File: src/rtl/pc_pkg.sv
// Shared definitions for the program-counter sequencer.
// Holds the fetch command encodings and the width helper for the
// return-address stack level counter.
package pc_pkg;

    typedef enum logic [2:0] {
        CMD_HOLD    = 3'd0,
        CMD_INC     = 3'd1,
        CMD_JUMP    = 3'd2,
        CMD_BRANCH  = 3'd3,
        CMD_CALL    = 3'd4,
        CMD_RET     = 3'd5,
        CMD_RESTART = 3'd6,
        CMD_RSVD    = 3'd7
    } pc_cmd_t;

    // Level counter must represent 0..depth inclusive, hence the extra bit.
    function automatic int ras_lw(input int depth);
        return $clog2(depth) + 1;
    endfunction

    localparam int RAS_LW = ras_lw(4);

endpackage

File: src/rtl/pc_ras.sv
// Circular return-address stack.
// Ports:
//   clk, rst      - clock, synchronous active-high reset
//   push, pop     - push din / pop the top entry (never both in one cycle)
//   clear         - empty the stack
//   din, dout     - entry to push / current top entry (combinational)
//   level         - number of valid entries
//   full, empty   - level == RAS_DEPTH / level == 0
// A push while full overwrites the oldest entry; level saturates.
module pc_ras
    import pc_pkg::*;
#(
    parameter int XLEN      = 32,
    parameter int RAS_DEPTH = 4
) (
    input  logic                          clk,
    input  logic                          rst,
    input  logic                          push,
    input  logic                          pop,
    input  logic                          clear,
    input  logic [XLEN-1:0]               din,
    output logic [XLEN-1:0]               dout,
    output logic [ras_lw(RAS_DEPTH)-1:0]  level,
    output logic                          full,
    output logic                          empty
);

    localparam int PW = $clog2(RAS_DEPTH);
    localparam int LW = ras_lw(RAS_DEPTH);

    logic [XLEN-1:0] mem [RAS_DEPTH];
    logic [PW-1:0]   wr_ptr;
    logic [PW-1:0]   top_idx;
    logic [LW-1:0]   lvl_q;

    // Depth is a power of two, so the pointer wraps naturally; the oldest
    // entry is always the next one overwritten once the stack is full.
    assign top_idx = wr_ptr - PW'(1);
    assign dout    = mem[top_idx];
    assign level   = lvl_q;
    assign full    = (lvl_q == LW'(RAS_DEPTH));
    assign empty   = (lvl_q == '0);

    always_ff @(posedge clk) begin
        if (rst || clear) begin
            wr_ptr <= '0;
            lvl_q  <= '0;
        end else if (push) begin
            wr_ptr <= wr_ptr + PW'(1);
            if (!full)
                lvl_q <= lvl_q + LW'(1);
        end else if (pop && !empty) begin
            wr_ptr <= top_idx;
            lvl_q  <= lvl_q - LW'(1);
        end
    end

    always_ff @(posedge clk) begin
        if (push && !rst && !clear)
            mem[wr_ptr] <= din;
    end

endmodule

File: src/rtl/pc_sequencer.sv
// Program-counter sequencer for the fetch stage.
// Ports:
//   clk, rst        - clock, synchronous active-high reset
//   stall           - hold all state and ignore cmd
//   cmd             - fetch command (pc_cmd_t encodings)
//   target, offset  - absolute jump/call address, signed branch displacement
//   pc_o, pc_inc    - current PC, PC + STEP
//   ras_level/empty/full - return-address stack occupancy
//   err_misalign/ovf/unf - one-cycle registered error pulses
module pc_sequencer
    import pc_pkg::*;
#(
    parameter int              XLEN       = 32,
    parameter logic [XLEN-1:0] RESET_VEC  = '0,
    parameter int              STEP       = 4,
    parameter int              ALIGN_BITS = 2,
    parameter int              RAS_DEPTH  = 4
) (
    input  logic                          clk,
    input  logic                          rst,
    input  logic                          stall,
    input  logic [2:0]                    cmd,
    input  logic [XLEN-1:0]               target,
    input  logic [XLEN-1:0]               offset,
    output logic [XLEN-1:0]               pc_o,
    output logic [XLEN-1:0]               pc_inc,
    output logic [ras_lw(RAS_DEPTH)-1:0]  ras_level,
    output logic                          ras_empty,
    output logic                          ras_full,
    output logic                          err_misalign,
    output logic                          err_ovf,
    output logic                          err_unf
);

    localparam logic [XLEN-1:0] ALIGN_MASK = XLEN'((64'(1) << ALIGN_BITS) - 64'(1));

    pc_cmd_t         cmd_e;
    logic [XLEN-1:0] pc_q;
    logic [XLEN-1:0] pc_nxt;
    logic [XLEN-1:0] cand;
    logic [XLEN-1:0] ras_dout;
    logic            cand_bad;
    logic            push, pop, clear;
    logic            mis_nxt, ovf_nxt, unf_nxt;

    assign cmd_e    = pc_cmd_t'(cmd);
    assign pc_o     = pc_q;
    assign pc_inc   = pc_q + XLEN'(STEP);
    assign cand_bad = |(cand & ALIGN_MASK);

    always_comb begin
        pc_nxt  = pc_q;
        cand    = pc_q;
        push    = 1'b0;
        pop     = 1'b0;
        clear   = 1'b0;
        mis_nxt = 1'b0;
        ovf_nxt = 1'b0;
        unf_nxt = 1'b0;
        if (!stall) begin
            case (cmd_e)
                CMD_INC: pc_nxt = pc_inc;
                CMD_JUMP, CMD_BRANCH: begin
                    cand = (cmd_e == CMD_JUMP) ? target : pc_q + offset;
                    if (cand_bad) mis_nxt = 1'b1;
                    else          pc_nxt  = cand;
                end
                CMD_CALL: begin
                    cand = target;
                    if (cand_bad) begin
                        mis_nxt = 1'b1;
                    end else begin
                        pc_nxt  = cand;
                        push    = 1'b1;
                        ovf_nxt = ras_full;
                    end
                end
                CMD_RET: begin
                    // Underflow is reported before alignment: an empty stack
                    // has no meaningful return address to check.
                    cand = ras_dout;
                    if (ras_empty) begin
                        unf_nxt = 1'b1;
                    end else if (cand_bad) begin
                        mis_nxt = 1'b1;
                    end else begin
                        pc_nxt = cand;
                        pop    = 1'b1;
                    end
                end
                CMD_RESTART: begin
                    pc_nxt = RESET_VEC;
                    clear  = 1'b1;
                end
                default: pc_nxt = pc_q;
            endcase
        end
    end

    always_ff @(posedge clk) begin
        if (rst) begin
            pc_q         <= RESET_VEC;
            err_misalign <= 1'b0;
            err_ovf      <= 1'b0;
            err_unf      <= 1'b0;
        end else begin
            pc_q         <= pc_nxt;
            err_misalign <= mis_nxt;
            err_ovf      <= ovf_nxt;
            err_unf      <= unf_nxt;
        end
    end

    pc_ras #(
        .XLEN      (XLEN),
        .RAS_DEPTH (RAS_DEPTH)
    ) u_ras (
        .clk   (clk),
        .rst   (rst),
        .push  (push),
        .pop   (pop),
        .clear (clear),
        .din   (pc_inc),
        .dout  (ras_dout),
        .level (ras_level),
        .full  (ras_full),
        .empty (ras_empty)
    );

endmodule

File: config.mk
export PLATFORM = sky130hd
export DESIGN_NAME = pc_sequencer
export DESIGN_NICKNAME = d
export VERILOG_FILES = /design/src/rtl/pc_pkg.sv /design/src/rtl/pc_ras.sv /design/src/rtl/pc_sequencer.sv
export SDC_FILE = /design/constraint.sdc
export NUM_CORES = 1
export LEC_CHECK = 0
export BUFFER_PORTS_ARGS = -buffer_cell sky130_fd_sc_hd__buf_2
export CORE_MARGIN = 1.5
export CORE_UTILIZATION = 58
export DETAILED_ROUTE_END_ITERATION = 16
export PLACE_DENSITY = 0.81
export REMOVE_ABC_BUFFERS = 1
export SETUP_SLACK_MARGIN = 0.4
export SYNTH_ARGS = -nofsm -noshare
export SYNTH_HDL_FRONTEND = slang
export SYNTH_HIERARCHICAL = 1
export SYNTH_SLANG_ARGS = --single-unit
File: constraint.sdc
create_clock -name clk -period 4.81 [get_ports clk]
set_input_delay 1.2025 -clock clk [delete_from_list [all_inputs] [get_ports clk]]
set_output_delay 1.2025 -clock clk [all_outputs]
set_load 0.03 [all_outputs]
==> metrics.log <==
INFO  metric layout_min_cycle_time = 4.357 ns
INFO  metric ios = 142
INFO  metric synthCells = 894
INFO  metric dominantRegCellSynth = sky130_fd_sc_hd__edfxtp_1
INFO  metric reg2reg_slack = 1.01 ns
INFO  metric holdBufCountCts = 0
INFO  metric worstSkewPairLatency = 0.43 ns
INFO  metric holdCritStartpoint = pc_o[12]
INFO  metric cts-buffers-inserted = 17
INFO  metric chipHeight = 133.3 µm
INFO  metric grt_overflow_total = 0
INFO  metric worstPathRequired = 3.61 ns
INFO  metric path_class = reg2out
INFO  metric postCtsSetupRepairBufs = 0
INFO  metric total_of_endpoints_with_negative_setup_slack_in_the_final_report = 0
INFO  metric routed_via_density = 6.610
INFO  metric timing.hold.worst_endpoint = pc_o[12]
INFO  metric pin_count_of_the_biggest_net_entering_global_routing = 47
INFO  metric numPortBuffers = 141
INFO  metric layout.cells.most_common = sky130_fd_sc_hd__buf_2
INFO  metric totalPowerFinal = 3.674 mW
INFO  metric cpMaxStageDelayCell = sky130_fd_sc_hd__nor4_4
INFO  metric cap_violations = 0
INFO  metric critical_path_arrival = 3.15 ns
INFO  metric tritoncts = built
INFO  metric yosysWarningCount = 6
INFO  metric rsz0062_at_grt = false
INFO  metric floorplan.die_area = 0.01776 mm²
INFO  metric detail_route.wl_per_cell = 22.77 µm
INFO  metric worst_reg2reg_path_startpoint = u_ras/wr_ptr[1]
INFO  metric reg2reg_path_depth = 13
INFO  metric clockRootBuffer = sky130_fd_sc_hd__clkbuf_16
INFO  metric numClockSinks = 168
INFO  metric hold_viol_final = 0
INFO  metric final_max_slew_viol_count = 0
INFO  metric post_route_skew = 0.01010 ns
INFO  metric yosys.area.top_type = sky130_fd_sc_hd__edfxtp_1
INFO  metric global_router_s_overall_resource_usage = 0.3247
INFO  metric synth.area.top_cells = sky130_fd_sc_hd__edfxtp_1 (39%), sky130_fd_sc_hd__dfxtp_1 (8.1%), sky130_fd_sc_hd__mux4_2 (6.4%)
INFO  metric clk_transition_reported_paths = 0.06 ns
INFO  metric grt_first_pass_wirelength = 43,330 µm
INFO  metric initial_core_util = 0.5935
INFO  metric route.detailed.drc = 0
INFO  metric async_reset_ff_frac = 0
INFO  metric clock_tree.buffer_depth = 2
INFO  metric worstSetupStartpointType = flip-flop
INFO  metric mappedNetlistArea = 0.009842 mm²
INFO  metric detailedRoute.firstIterationViolations = 1,137
INFO  metric synth.top_cell.area_share = 0.3905
INFO  metric first_global_vias = 7,611
INFO  metric count_of_inserted_antenna_diode_cells = 0
INFO  metric worst_hold_path_type = reg2reg
INFO  metric power.density = 326.7 mW/mm²
INFO  metric synth-edff-count = 128
INFO  metric rr_endpoint = u_ras/level[2]
INFO  metric finalHoldWorstSlack = 0.5510 ns
INFO  metric path_cells = and2_1, nand4_2, nor4_4, nand3_1, xnor2_1, buf_2
INFO  metric vias = 8,249
INFO  metric core = 0.01658 mm²
INFO  metric detailed_placement_hpwl = 18,970 µm
INFO  metric irDropWorstVdd = 0.2661 mV
INFO  metric drtAntennaViolNets = 0
INFO  metric post_synthesis_mean_instance_area = 11.01 µm²
INFO  metric cpPeakStageDelay = 0.61 ns
INFO  metric final_cell_mix = sky130_fd_sc_hd__buf_2 (141), sky130_fd_sc_hd__edfxtp_1 (128), sky130_fd_sc_hd__nand2_1 (70), sky130_fd_sc_hd__a21oi_1 (63), sky130_fd_sc_hd__o21ai_0 (60)
INFO  metric die_w = 133.3 µm
INFO  metric worstMarginPinSlew = 0.9479 ns
INFO  metric cp_max_fo = 6
INFO  metric synth.ff_latch_count = 168
INFO  metric rows = 47
INFO  metric h-tree-depth = 4
INFO  metric maxSlewHeadroom = 0.3681
INFO  metric finish.net_count = 1,125
INFO  metric end_kind = output pin
INFO  metric drive_above_1_share = 0.2344
INFO  metric ys_seq_area_frac = 0.4719
INFO  metric drtPass1Iterations = 5
INFO  metric max_clock_freq = 229.5 MHz
INFO  metric area_growth_syn_to_layout = 14.24%
INFO  metric hold-path-cell-count = 2
INFO  metric route.final.wire_length = 28,420 µm
INFO  metric finalCritPeriodShare = 0.9058
INFO  metric routabilityCongestion = 0.9826
INFO  metric antenna_found_initial = 0
INFO  metric count_of_unique_library_cells_instantiated_by_yosys = 70
INFO  metric p_leak = 4.412 nW
INFO  metric outcome = finished clean
## synthesized netlist by cell type, drive strengths merged (10+ instances only)
cell and n:
nor3 15, nand2 70, nand3 37, mux4 32, nor2 59, nor2b 14, a21oi 64, ha 38
and3 17, xor2 19, edfxtp 128, buf 20, xnor2 34, o21ai 60, a222oi 12, a31oi 10
a21o 19, mux2 10, dfxtp 40, clkbuf 37, inv 22, a211oi 22
## timing repair
action / 4_1_cts / 5_1_grt
gates resized for setup: 2 / 2
setup endpoints to repair: 2 / 3
cloned: 0 / 0
## through the flow
step,std cells,area [µm²],util,setup slack (ns),setup TNS [ns]
CTS,1248,11230,0.6774,0.4975,0
finish,1248,11240,0.6780,0.4533,0
detailed placement,1216,10680,0.6438,0.5188,0
global placement,1216,10680,0.6438,0.5785,0
floorplan,837,9550,-,-0.7310,-87.22
global route,1248,11240,0.6780,0.4006,0
## power breakdown
group          switching, mW  total (mW)  internal, mW
sequential            0.0491        1.65          1.60
combinational          0.489       0.753         0.264
clock                  0.562        1.27         0.710
## area by class of cell
| class | instances | area [µm²] |
|---|---|---|
| Sequential cell | 168 | 4646 |
| Multi-Input combinational cell | 647 | 4857 |
| Tap cell | 220 | 275.3 |
| Fill cell | 1267 | 5340 |
| Inverter | 22 | 82.58 |
| Clock buffer | 20 | 436.7 |
| Clock inverter | 12 | 105.1 |
| Timing Repair Buffer | 159 | 840.8 |
## worst max-delay path by stage
| stage | from | end | cells past startpoint |
|---|---|---|---|
| floorplan | u_ras/wr_ptr[0] | u_ras/level[2] | 13 |
| global placement | offset[0] | pc_o[26] | 12 |
| detailed placement | cmd[1] | u_ras/level[2] | 13 |
| CTS | pc_o[5] | pc_inc[30] | 7 |
| global route | pc_o[5] | pc_inc[29] | 6 |
| finish | pc_o[2] | pc_inc[29] | 6 |
## state kept, by name, summed over array words and instances, names as in the netlist
name and count:
err_misalign 1, err_ovf 1, err_unf 1, pc_o 32
u_ras/level 3, u_ras/mem 128, u_ras/wr_ptr 2
## routing by layer
metal / global-route usage / up-vias / part of all wire
li1: - / 3678 / -
met1: 0.4639 / 3978 / 0.41
met2: 0.4971 / 524 / 0.46
met3: 0.05632 / 69 / 0.10
met4: 0.1310 / 0 / 0.029
met5: 0 / - / 0
## worst max-delay path: cells and delay by family (launching register included)
kind / cells / cell delay (ns)
simple gates: 4 / 1.46
buf+inv: 1 / 0.30
xor+xnor: 1 / 0.49
flops: 1 / 0.47
## logic make-up (layout without fill, tap and decap cells)
group,after synthesis,in the layout,share of synthesized area
AND/OR/NAND/NOR,257,257,0.1283
XOR/XNOR,53,53,0.04717
multiplexers,51,51,0.09573
AO/OA/AOI/OAI,246,246,0.1665
adder cells (fa/ha/maj),40,40,0.05238
flip-flops,168,168,0.4719
buffers and inverters,79,213,0.03801
No activity file was read; power rests on OpenSTA's default activity.
